[config.mk]
export PLATFORM = sky130hd
export DESIGN_NAME = hcu_digest_out
export DESIGN_NICKNAME = d
export VERILOG_FILES = /design/src/rtl/hcu_digest_out.sv
export SDC_FILE = /design/constraint.sdc
export NUM_CORES = 1
export LEC_CHECK = 0
export BUFFER_PORTS_ARGS = -buffer_cell sky130_fd_sc_hd__buf_2
export CAP_MARGIN = 20
export CORE_ASPECT_RATIO = 1.25
export CORE_MARGIN = 1
export CORE_UTILIZATION = 35
export DETAILED_ROUTE_END_ITERATION = 8
export GPL_TIMING_DRIVEN = 0
export PLACE_DENSITY = 0.66
export SKIP_CTS_REPAIR_TIMING = 1
export SYNTH_ARGS = -nofsm -noshare
export SYNTH_HDL_FRONTEND = slang
export SYNTH_SLANG_ARGS = --single-unit
[constraint.sdc]
create_clock -name clk -period 2.1 [get_ports clk]
set_input_delay 0.315 -clock clk [delete_from_list [all_inputs] [get_ports clk]]
set_output_delay 0.315 -clock clk [all_outputs]
set_load 0.05 [all_outputs]
[src/rtl/hcu_digest_out.sv]
// hcu_digest_out
// Output serializer for the hash computation unit. It captures the eight
// final hash words in the shared 64-bit lane format and streams them out as
// 32-bit words over a ready/valid interface. The last word of a digest is
// marked with m_tlast.
//   SHA-512 (mode64=1): 16 words, H0[63:32], H0[31:0], ..., H7[31:0]
//   SHA-256 (mode64=0): 8 words,  H0[63:32], H1[63:32], ..., H7[63:32]
//
// Ports:
//   clk, rst_n     clock and asynchronous active-low reset
//   mode64         lane format select, sampled only at capture
//   digest_in      H0 at [511:448] ... H7 at [63:0]
//   digest_valid   digest_in/mode64 offered for capture
//   digest_ready   idle and able to capture
//   m_tdata/m_tvalid/m_tready/m_tlast   output word stream
//   busy           frame in flight
module hcu_digest_out #(
    parameter int NUM_WORDS = 8
) (
    input  logic                    clk,
    input  logic                    rst_n,
    input  logic                    mode64,
    input  logic [NUM_WORDS*64-1:0] digest_in,
    input  logic                    digest_valid,
    output logic                    digest_ready,
    output logic [31:0]             m_tdata,
    output logic                    m_tvalid,
    input  logic                    m_tready,
    output logic                    m_tlast,
    output logic                    busy
);

    localparam int IDX_W = $clog2(2 * NUM_WORDS);

    localparam logic [IDX_W-1:0] LAST_64 = IDX_W'(2 * NUM_WORDS - 1);
    localparam logic [IDX_W-1:0] LAST_32 = IDX_W'(NUM_WORDS - 1);

    typedef enum logic {
        S_IDLE,
        S_SEND
    } state_t;

    state_t                  r_state;
    logic [IDX_W-1:0]        r_idx;
    logic                    r_mode;
    logic [NUM_WORDS*64-1:0] r_shadow;

    logic [IDX_W-1:0]        w_pos;
    logic [IDX_W+4:0]        w_base;
    logic                    w_last;
    logic                    w_send;

    assign w_send = (r_state == S_SEND);

    // The shadow is viewed as 2*NUM_WORDS 32-bit slots, slot 0 at the top.
    // SHA-512 walks every slot; SHA-256 visits only the even (upper-half)
    // slots, so the slot number is simply idx doubled.
    assign w_pos  = r_mode ? r_idx : {r_idx[IDX_W-2:0], 1'b0};
    // Bit offset of slot p is 32*(2*NUM_WORDS-1-p); for a power-of-two slot
    // count the subtraction is a bitwise inversion.
    assign w_base = {~w_pos, 5'b0_0000};
    assign w_last = r_mode ? (r_idx == LAST_64) : (r_idx == LAST_32);

    assign digest_ready = (r_state == S_IDLE);
    assign busy         = w_send;
    assign m_tvalid     = w_send;
    assign m_tlast      = w_send & w_last;
    assign m_tdata      = w_send ? r_shadow[w_base +: 32] : '0;

    always_ff @(posedge clk or negedge rst_n) begin
        if (!rst_n) begin
            r_state  <= S_IDLE;
            r_idx    <= '0;
            r_mode   <= 1'b0;
            r_shadow <= '0;
        end else begin
            case (r_state)
                S_IDLE: begin
                    if (digest_valid) begin
                        r_shadow <= digest_in;
                        r_mode   <= mode64;
                        r_idx    <= '0;
                        r_state  <= S_SEND;
                    end
                end
                S_SEND: begin
                    if (m_tready) begin
                        if (w_last) begin
                            r_idx   <= '0;
                            r_state <= S_IDLE;
                        end else begin
                            r_idx <= r_idx + 1'b1;
                        end
                    end
                end
                default: r_state <= S_IDLE;
            endcase
        end
    end

endmodule
==> run_results.csv <==
group,metric,value,unit
sta,rsz0062_at_grt,"true",
grt,grt_usage,0.326,
placement,numPortBuffers,552,
die,chipWidth,244,µm
worst_hold_path,hp-class,"primary input to register",
die,start_util,0.355,
synth,ys_ff_latch,518,
sta,fin_tns_setup,-36.98,ns
critical_path,cp-end-kind,"output pin",
run,max_cap_violations,0,
cts,numCtsBuffers,58,
grt,antenna_found_initial,6,
sta,worstMarginPinSlew,0.663,ns
sta,timing.final.hold_violations,1,
routing,via_per_inst,5.42,
placement,post-dp-hpwl,97300,µm
synth,yosysSeqAreaShare,0.505,
critical_path,critPathArrivalTime,2.97,ns
sta,setup_ws,-1.19,ns
routing,drc,0,
synth,postSynthCellCount,3130,
grt,grtUsageMet3,0.0477,
sta,fmax,304,MHz
critical_path,required,1.78,ns
cts,cts_tree,"built",
cts,root_buffer,"clkbuf_16",
grt,grt_pass1_vias,25100,
synth,synth_warnings,0,
sta,fin_worst_skew,0.0349,ns
power,irDropWorstVdd,2.95,mV
placement,place_ws,-1.28,ns
synth,ys_async_sr_fraction,1.00,
sta,fin_crit,3.29,ns
critical_path,critPathMaxFanout,10,
final_layout,syn2layout_area_growth,54.4,%
power,cellPowerDensity,1680,mW/mm²
cts,cts-htree-levels,2,
synth,synth_area,0.0256,mm²
sta,period_share,1.57,
synth,ys.flop_type,"dfrtp_1",
grt,grt_pass1_wl,172000,µm
routing,detail_route.wl_per_cell,25.7,µm
final_layout,drive_gt1_frac,0.269,
die,die-area,0.0744,mm²
die,die_height,305,µm
power,p_leak,19.6,nW
routing,wirelength,136000,µm
sta,relSlewSlack,0.558,
sta,timing.hold.ws,-0.0193,ns
critical_path,worst-setup-path-type,"register to output pin",
die,rows,110,
cts,cts.sinks,518,
synth,synth_cell_types,64,
grt,grt_max_degree,119,
grt,globalRouteMet2Util,0.555,
synth,synth_edf_count,0,
routing,num_vias,28700,
final_layout,layout.nets,4798,
placement,gp_congestion,0.982,
status,violations,"negative hold slack, negative setup slack",
final_layout,fillers,6423,
sta,setup_viol,47,
grt,grt_busiest_layer,"met2",
routing,drtPass1Iterations,6,
grt,globalRouteOverflowTotal,0,
critical_path,startpoint_type,"register",
cts,clockBufferDepth,3,
routing,drtIter0Drc,2805,
status,status,"complete, but fails checks",
sta,drv_slew,0,
synth,avgSynthCellArea,8.19,µm²
die,fp.coreArea,0.0723,mm²
die,ios,553,
routing,final_antenna_net_count,0,
grt,grtUsageMet1,0.398,
cts,clkTransAtPathRegs,0.07,ns
cts,clk_latency,0.64,ns
synth,syn_nets,3648,
per-stage QoR:
step                cell area (µm²)   util  total power [mW]  std cells  hold slack, ns
finish                        39600  0.548              66.6       5287         -0.0193
global route                  39600  0.548              68.9       5284         0.00317
CTS                           32300  0.446              59.0       4747          -0.362
detailed placement            30300  0.419              48.0       4639           0.301
global placement              30100  0.417              47.6       4634           0.455
floorplan                     26200      -              36.5       3130          0.0194
final cells by class:
cell class | count | area [µm²] | share of cell area
diodes | 7 | 17.5 | 0.000442
flip-flops and latches | 518 | 13000 | 0.327
repair buffers | 1090 | 8420 | 0.213
clock inverters | 25 | 320 | 0.00809
inverters | 26 | 105 | 0.00265
clock buffers | 83 | 1670 | 0.0421
well taps | 952 | 1190 | 0.0301
plain buffers | 223 | 1650 | 0.0417
multi-input cells | 2363 | 13300 | 0.335
sequential cells by signal, indices dropped and copies added, names as in the netlist:
name      count
r_shadow    512
r_mode        1
r_idx         4
busy          1
synth_stat cells (15+ instances only):
| library cell | count | area (µm²) |
|---|---|---|
| o22ai_1 | 96 | 601 |
| nand3_1 | 63 | 315 |
| nand2_1 | 1622 | 6090 |
| nor2_1 | 90 | 338 |
| nand2b_1 | 17 | 106 |
| mux2_2 | 29 | 327 |
| inv_1 | 24 | 90.1 |
| mux2i_1 | 78 | 781 |
| clkbuf_1 | 111 | 417 |
| dfrtp_1 | 518 | 13000 |
| buf_6 | 24 | 270 |
| a211o_1 | 16 | 140 |
| a21oi_1 | 56 | 280 |
| a2111oi_2 | 15 | 225 |
| nor3_1 | 31 | 155 |
| buf_2 | 55 | 275 |
| buf_4 | 18 | 135 |
| o21ai_0 | 62 | 310 |
logic make-up (layout without fill, tap and decap cells):
logic type                 Yosys count  count (layout)  synth area share
AOI/OAI and AO/OA                  376             376             0.106
adders and majority gates            1               1          0.000488
buffers and inverters              249            1447            0.0494
DFF                                518             518             0.505
muxes                              121             121            0.0517
other                                0               7                 0
and+or+nand+nor                   1865            1865             0.287
layer usage:
| metal | vias to the layer above | part of all wire |
|---|---|---|
| li1 | 12500 | - |
| met1 | 13900 | 0.36 |
| met2 | 1750 | 0.49 |
| met3 | 471 | 0.078 |
| met4 | 2 | 0.071 |
| met5 | - | 0.000096 |
worst max-delay path: stages, from the launching register on:
cell	delay, ns
dfrtp_1	0.37
buf_6	0.16
nand2b_1	0.40
clkbuf_2	0.32
o21ai_0	0.35
a32oi_4	0.28
o22ai_4	0.18
clkbuf_4	0.26
cell usage in the layout, fill, tap and decap left out, drive strengths merged, types with 16 or more instances in the layout:
master and instances:
a211o 16, a211oi 21, a2111oi 20, o21ai 65, clkbuf 213, nor3 31, nand2b 18, nand2 1626
a21oi 58, inv 30, o22ai 97, nor2 96, mux2i 78, buf 676, dlygate4sd3 507, mux2 41
nand3 63, dfrtp 518
path summary, 6_finish.rpt:
kind	start	slack (ns)	depth (start not counted)	to
max	r_mode	-1.19	7	m_tdata[12]
min	digest_in[310]	-0.02	3	r_shadow[310]
max reg2reg	busy	-0.04	6	r_shadow[482]
min reg2reg	r_shadow[384]	0.47	2	r_shadow[384]
max in group asynchronous	rst_n	0.53	4	r_shadow[364]
min in group asynchronous	rst_n	0.23	2	r_shadow[17]
report_power, final:
| part | leakage [nW] | total, mW | switching, mW | internal [mW] |
|---|---|---|---|---|
| combinational | 12.2 | 37.1 | 23.0 | 14.0 |
| clock | 0.985 | 10.9 | 4.55 | 6.38 |
| sequential | 6.48 | 18.6 | 4.04 | 14.5 |
Note: power is estimated with default switching activity, not from simulation.
